**src/rtl/usb_devtrsac_mep.sv**
```systemverilog
// usb_devtrsac_mep: device-side USB transaction engine (IN/OUT/SETUP) across EP_NUM endpoints.
// Owns per-endpoint data toggles; buffers only see one-cycle commit/discard/rewind strobes.
module usb_devtrsac_mep #(
  parameter int EP_NUM = 4,
  parameter int TOUT   = 72
) (
  input  logic              clk,
  input  logic              rst_n,
  input  logic [6:0]        dev_addr,
  input  logic              rx_tok_valid,
  input  logic [3:0]        rx_tok_pid,
  input  logic [6:0]        rx_tok_addr,
  input  logic [3:0]        rx_tok_ep,
  input  logic              rx_data_valid,
  input  logic [3:0]        rx_data_pid,
  input  logic              rx_data_ok,
  input  logic              rx_hs_valid,
  input  logic [3:0]        rx_hs_pid,
  output logic              tx_req,
  output logic [3:0]        tx_pid,
  input  logic              tx_ack,
  input  logic              tx_done,
  input  logic [EP_NUM-1:0] ep_in_rdy,
  input  logic [EP_NUM-1:0] ep_out_rdy,
  input  logic [EP_NUM-1:0] ep_stall,
  input  logic [EP_NUM-1:0] tgl_clr,
  output logic [3:0]        ep_sel,
  output logic              ep_setup,
  output logic              ep_in_commit,
  output logic              ep_in_rewind,
  output logic              ep_out_commit,
  output logic              ep_out_discard
);
  localparam int TW = $clog2(TOUT + 1);
  localparam logic [3:0] PID_OUT = 4'b0001, PID_IN = 4'b1001, PID_SETUP = 4'b1101;
  localparam logic [3:0] PID_D0 = 4'b0011, PID_D1 = 4'b1011;
  localparam logic [3:0] PID_ACK = 4'b0010, PID_NAK = 4'b1010, PID_STALL = 4'b1110;

  typedef enum logic [2:0] {IDLE, OUT_DATA, OUT_HS, IN_DATA, IN_HS, HS_ONLY} state_t;

  state_t            state_q, state_d;
  logic [TW-1:0]     tmr_q, tmr_d;
  logic [EP_NUM-1:0] tgl_in_q, tgl_in_d, tgl_out_q, tgl_out_d, sel_m;
  logic [3:0]        tx_pid_q, tx_pid_d, ep_sel_q, ep_sel_d;
  logic              tx_req_q, tx_req_d, ep_setup_q, ep_setup_d;
  logic              in_commit_q, in_commit_d, in_rewind_q, in_rewind_d;
  logic              out_commit_q, out_commit_d, out_discard_q, out_discard_d;
  logic [15:0]       in_rdy_x, out_rdy_x, stall_x, tgl_in_x, tgl_out_x;
  logic              tok_ok, tmo, good;

  // Zero-extended copies so a 4-bit endpoint number can index any EP_NUM.
  assign in_rdy_x  = 16'(ep_in_rdy);
  assign out_rdy_x = 16'(ep_out_rdy);
  assign stall_x   = 16'(ep_stall);
  assign tgl_in_x  = 16'(tgl_in_q);
  assign tgl_out_x = 16'(tgl_out_q);
  assign sel_m     = EP_NUM'(1) << ep_sel_q;
  assign tmo       = tmr_q == TW'(TOUT);
  assign tok_ok    = rx_tok_valid && rx_tok_addr == dev_addr && {1'b0, rx_tok_ep} < 5'(EP_NUM)
                     && (rx_tok_pid inside {PID_OUT, PID_IN, PID_SETUP});

  always_ff @(posedge clk) begin
    if (!rst_n) begin
      state_q       <= IDLE;
      tmr_q         <= '0;
      tgl_in_q      <= '0;
      tgl_out_q     <= '0;
      tx_req_q      <= 1'b0;
      tx_pid_q      <= '0;
      ep_sel_q      <= '0;
      ep_setup_q    <= 1'b0;
      in_commit_q   <= 1'b0;
      in_rewind_q   <= 1'b0;
      out_commit_q  <= 1'b0;
      out_discard_q <= 1'b0;
    end else begin
      state_q       <= state_d;
      tmr_q         <= tmr_d;
      tgl_in_q      <= tgl_in_d;
      tgl_out_q     <= tgl_out_d;
      tx_req_q      <= tx_req_d;
      tx_pid_q      <= tx_pid_d;
      ep_sel_q      <= ep_sel_d;
      ep_setup_q    <= ep_setup_d;
      in_commit_q   <= in_commit_d;
      in_rewind_q   <= in_rewind_d;
      out_commit_q  <= out_commit_d;
      out_discard_q <= out_discard_d;
    end
  end

  always_comb begin
    state_d = state_q;
    case (state_q)
      IDLE:     if (tok_ok) state_d = rx_tok_pid != PID_IN ? OUT_DATA
                                    : (stall_x[rx_tok_ep] || !in_rdy_x[rx_tok_ep]) ? HS_ONLY : IN_DATA;
      OUT_DATA: if (rx_data_valid) state_d = rx_data_ok ? OUT_HS : IDLE;
                else if (tmo) state_d = IDLE;
      IN_DATA:  if (tx_done) state_d = IN_HS;
      IN_HS:    if (rx_hs_valid || tmo) state_d = IDLE;
      default:  if (tx_done) state_d = IDLE;
    endcase
    // Saturates at TOUT; only meaningful while waiting for the host.
    tmr_d = state_d != state_q ? '0 : tmo ? tmr_q : tmr_q + 1'b1;
  end

  always_comb begin
    tx_req_d      = tx_req_q && !tx_ack;
    tx_pid_d      = tx_pid_q;
    ep_sel_d      = ep_sel_q;
    ep_setup_d    = ep_setup_q;
    in_commit_d   = 1'b0;
    in_rewind_d   = 1'b0;
    out_commit_d  = 1'b0;
    out_discard_d = 1'b0;
    tgl_in_d      = tgl_in_q;
    tgl_out_d     = tgl_out_q;
    good          = 1'b0;
    case (state_q)
      IDLE: if (tok_ok) begin
        ep_sel_d   = rx_tok_ep;
        ep_setup_d = rx_tok_pid == PID_SETUP;
        if (rx_tok_pid == PID_IN) begin
          tx_req_d = 1'b1;
          tx_pid_d = stall_x[rx_tok_ep] ? PID_STALL : !in_rdy_x[rx_tok_ep] ? PID_NAK
                   : tgl_in_x[rx_tok_ep] ? PID_D1 : PID_D0;
        end
      end
      OUT_DATA: begin
        // SETUP bypasses halt and buffer-space checks and only accepts DATA0.
        good = rx_data_ok && (ep_setup_q ? rx_data_pid == PID_D0
             : !stall_x[ep_sel_q] && out_rdy_x[ep_sel_q] && rx_data_pid == (tgl_out_x[ep_sel_q] ? PID_D1 : PID_D0));
        if (rx_data_valid) begin
          tx_req_d      = rx_data_ok;
          tx_pid_d      = !rx_data_ok ? tx_pid_q : ep_setup_q ? PID_ACK
                        : stall_x[ep_sel_q] ? PID_STALL : !out_rdy_x[ep_sel_q] ? PID_NAK : PID_ACK;
          out_commit_d  = good;
          out_discard_d = !good;
          tgl_out_d     = !good ? tgl_out_q : ep_setup_q ? tgl_out_q | sel_m : tgl_out_q ^ sel_m;
          tgl_in_d      = good && ep_setup_q ? tgl_in_q | sel_m : tgl_in_q;
        end else out_discard_d = tmo;
      end
      IN_HS: begin
        in_commit_d = rx_hs_valid && rx_hs_pid == PID_ACK;
        in_rewind_d = rx_hs_valid ? rx_hs_pid != PID_ACK : tmo;
        tgl_in_d    = in_commit_d ? tgl_in_q ^ sel_m : tgl_in_q;
      end
      default: ;
    endcase
    tgl_in_d  = tgl_in_d & ~tgl_clr;
    tgl_out_d = tgl_out_d & ~tgl_clr;
  end

  assign tx_req         = tx_req_q;
  assign tx_pid         = tx_pid_q;
  assign ep_sel         = ep_sel_q;
  assign ep_setup       = ep_setup_q;
  assign ep_in_commit   = in_commit_q;
  assign ep_in_rewind   = in_rewind_q;
  assign ep_out_commit  = out_commit_q;
  assign ep_out_discard = out_discard_q;
endmodule
```
**config.mk**
```make
export PLATFORM = sky130hd
export DESIGN_NAME = usb_devtrsac_mep
export DESIGN_NICKNAME = d
export VERILOG_FILES = /design/src/rtl/usb_devtrsac_mep.sv
export SDC_FILE = /design/constraint.sdc
export NUM_CORES = 1
export LEC_CHECK = 0
export BUFFER_PORTS_ARGS = -buffer_cell sky130_fd_sc_hd__buf_2
export CORE_ASPECT_RATIO = 1.4
export CORE_MARGIN = 1
export CORE_UTILIZATION = 46
export CTS_BUF_LIST = sky130_fd_sc_hd__clkbuf_16
export DETAILED_ROUTE_END_ITERATION = 12
export PLACE_DENSITY = 0.83
export SYNTH_ARGS = -nofsm -noshare
export SYNTH_HDL_FRONTEND = slang
export SYNTH_SLANG_ARGS = --single-unit
```
**constraint.sdc**
```tcl
create_clock -name clk -period 2.1 [get_ports clk]
set_input_delay 0.21 -clock clk [delete_from_list [all_inputs] [get_ports clk]]
set_output_delay 0.21 -clock clk [all_outputs]
set_load 0.05 [all_outputs]
```
==> results.md <==
- Final-report hold violation count: 0
- Fill count: 386
- Worst Path Required: approximately 2.2 ns
- Cell Area, Synth: 0.00212 mm2
- Critical path class: reg2reg
- Met2 routed WL: ~3000 um
- Design Area, Final: ~0.0027 mm2
- Arrival time worst endpoint: 2.14 ns
- Std cell rows: 28
- First-pass iteration count of the detailed router: 4
- Wire length per cell: 14.6 um
- Port bufs: 67
- DIE HEIGHT: 82.3 um
- CP Launch Point: state_q[1]
- Tcrit/Tclk final: 95.1%
- Yosys reg bits: 32
- # placed instances: 373
- Async set-reset flop share out of synthesis: 0%
- Vias in the first global route: 2104
- Mapped Avg Cell Area: 8.68 um2
- TNS Setup: 0 ns
- Largest delay share family, worst path: simple AND/OR/NAND/NOR gates
- Layout Cells excl Fill: 382
- Status: finished clean
- DRT antenna net count: 0
- Post-synth EDFFs: 0
- Tot GR Track Use: roughly 26%
- Setup-failing EPs final: 0
- Main synth FF type: dfxtp_1
- Die Width: 59.3 um
- Metal-1 WL: 2170 um
- Top-area cell type share of the netlist area: 30.3%
- Clock sink count: 32
- Mapped Cells: 244
- Max Clk Rate: 0.501 GHz
- CP cell instances: or4_1 -> nand4bb_1 -> or4_1 -> nand2_1 -> a311oi_1
- CP max stage delay: 0.58 ns
- Most frequent cells in the layout: buf_2 (67), dfxtp_1 (29), nand2_1 (25)
- Min Tclk post-route: 2.00 ns
- Post-synth top area cell: dfxtp_1
- Commonest non-fill, non-tap cell in the layout: buf_2
- Vias per std cell: 5.55
- Layout Skew: slightly below 0.003 ns
- Routed wl met3: 273 um
- CTS Buf Count: 5
- Max_slew headroom: about two thirds
- RSZ-0062 raised after global routing: false
- Final WL: 5580 um
- Fin util: 63.4%
- Initial Utilization: about half
- Via Count: 2120
- Most frequent CP cell: or4_1
- Max-Cap Viols: 0
- Final net count: roughly 390
- DP HPWL: 4340 um
- DRC: 0
- Crit path launch type: flop
- Core ar.: 0.00431 mm2
- Sequential area share after synthesis: 30.3%
- 1st-iter DRT viols: 113
- CP Max Fanout: 4
- Gr ovfl total: 0
- Largest net degree at the start of global routing: 15
- First-pass GRT wire length: 9330 um
- Final slew viol count: 0
- Initial antenna violation count: 0
- CTS H-Tree Depth: 2
- Critical path's slowest cell: or4_1
- Pwr Density: 540 mW/mm2
- Clk root buf: clkbuf_16
- Syn_nets: 308
- Synth top area cells: dfxtp_1 (30%), ha_1 (5.9%), mux4_2 (5.3%)
- Share of layout cells above drive strength 1: 34.2%
- Clk slew on worst S/H paths: 0.05 ns
- CTS tree: built
- WP buf/inv: 0
- Placed cell areas: 0.00258 mm2
- GP Congestion: 0.921
- Worst hold path class: in2reg
- Leakage power figure: 1.16 nW
- Worst VDD drop: 311 uV
- Yosys warnings: 0
- Netlist cell types: between 50 and 60
- Reg2reg start: state_q[1]
- Worst-Margin Slew: 0.525 ns
- I/O Pins: 68
- Later-pin clock latency in the skew report: 0.28 ns
- Antenna Cells: 0
- Die Area: 0.00488 mm2
- Clock Path Buffers: 2
- Hold_sp: rx_hs_pid[3]
- Syn-to-layout area delta: 29.0%
- Highest routed layer: met4
- Worst Setup End Kind: flop
synth_stat cells (3+ instances only):
master	count
nor3b_1	3
a22oi_1	5
xor2_1	3
inv_1	14
or3b_2	3
nor2b_1	5
nor4_1	4
nor3_1	5
nand2_1	25
xnor2_1	10
nand3_1	13
a21boi_0	5
mux2i_1	11
mux4_2	5
and3_1	3
nand2b_1	4
a21oi_1	6
dfxtp_1	32
o211ai_1	5
clkbuf_1	6
nand3b_1	5
ha_1	10
nor2_1	21
metal layers:
layer,track usage [%],vias to the layer above
met3,5.76,16
li1,-,1037
met2,47.2,70
met5,0,-
met1,27.2,997
met4,12.9,0
worst register-to-register path, stage by stage (launching register included):
cell and delay (ns):
dfxtp_1 0.31, or4_1 0.52, nand4bb_1 0.23, or4_1 0.58, nand2_1 0.13, a311oi_1 0.09
path summary, 6_finish.rpt:
| kind | endpoint | slack [ns] | cells after the start |
|---|---|---|---|
| worst max-delay path | tx_pid[2] | 0.10 | 5 |
| worst min-delay path | ep_in_commit | 0.13 | 2 |
| worst max register to register | tx_pid[2] | 0.10 | 5 |
| worst min register to register | tgl_out_q[1] | 0.48 | 2 |
per-stage QoR:
| step | setup WS [ns] | total power (W) | hold slack (ns) |
|---|---|---|---|
| after floorplan | 0.00690 | 0.000707 | 0.288 |
| after global placement | 0.117 | 0.000783 | 0.410 |
| after detailed placement | 0.0933 | 0.000788 | 0.409 |
| after CTS | 0.0533 | 0.00148 | 0.117 |
| after global routing | 0.0171 | 0.00152 | 0.139 |
| final | 0.102 | 0.00147 | 0.133 |
registers in the layout (all words and copies together), names as in the netlist:
signal and flops:
tgl_in_q 4, tx_req 1, tx_pid 4, tgl_out_q 4, ep_in_commit 1, state_q 3
ep_in_rewind 1, ep_out_commit 1, ep_out_discard 1, ep_setup 1, ep_sel 4, tmr_q 7
timing repair:
action | in CTS | in global routing
hold buffers | 0 | 0
gates resized for setup | 0 | 2
setup endpoints to repair | 0 | 10
setup buffers | 0 | 1
cells by family after synthesis:
logic type	synth area share, %
simple gates	28.4
xor+xnor	5.38
mux	10.5
compound gates	14.8
buf+inv	4.79
flops	30.3
fa+ha+maj	5.91
area by class of cell:
cell class | count | area [um2] | share of cell area, %
timing repair buffer | 79 | 425 | 15.6
multi-input combinational | 189 | 1400 | 51.1
clock inverter | 3 | 13.8 | 0.504
inverter | 14 | 52.6 | 1.92
tap | 60 | 75.1 | 2.75
sequential | 32 | 644 | 23.6
clock buffer | 5 | 125 | 4.58
where the power goes:
part / switching [W] / leakage [nW] / internal (W)
Combinational: 0.0000773 / 0.827 / 0.0000840
Sequential: 0.00000524 / 0.260 / 0.000613
Clock: 0.000265 / 0.0710 / 0.000430
Total: 0.000348 / 1.16 / 0.00113
(Power assumes the default switching activity.)
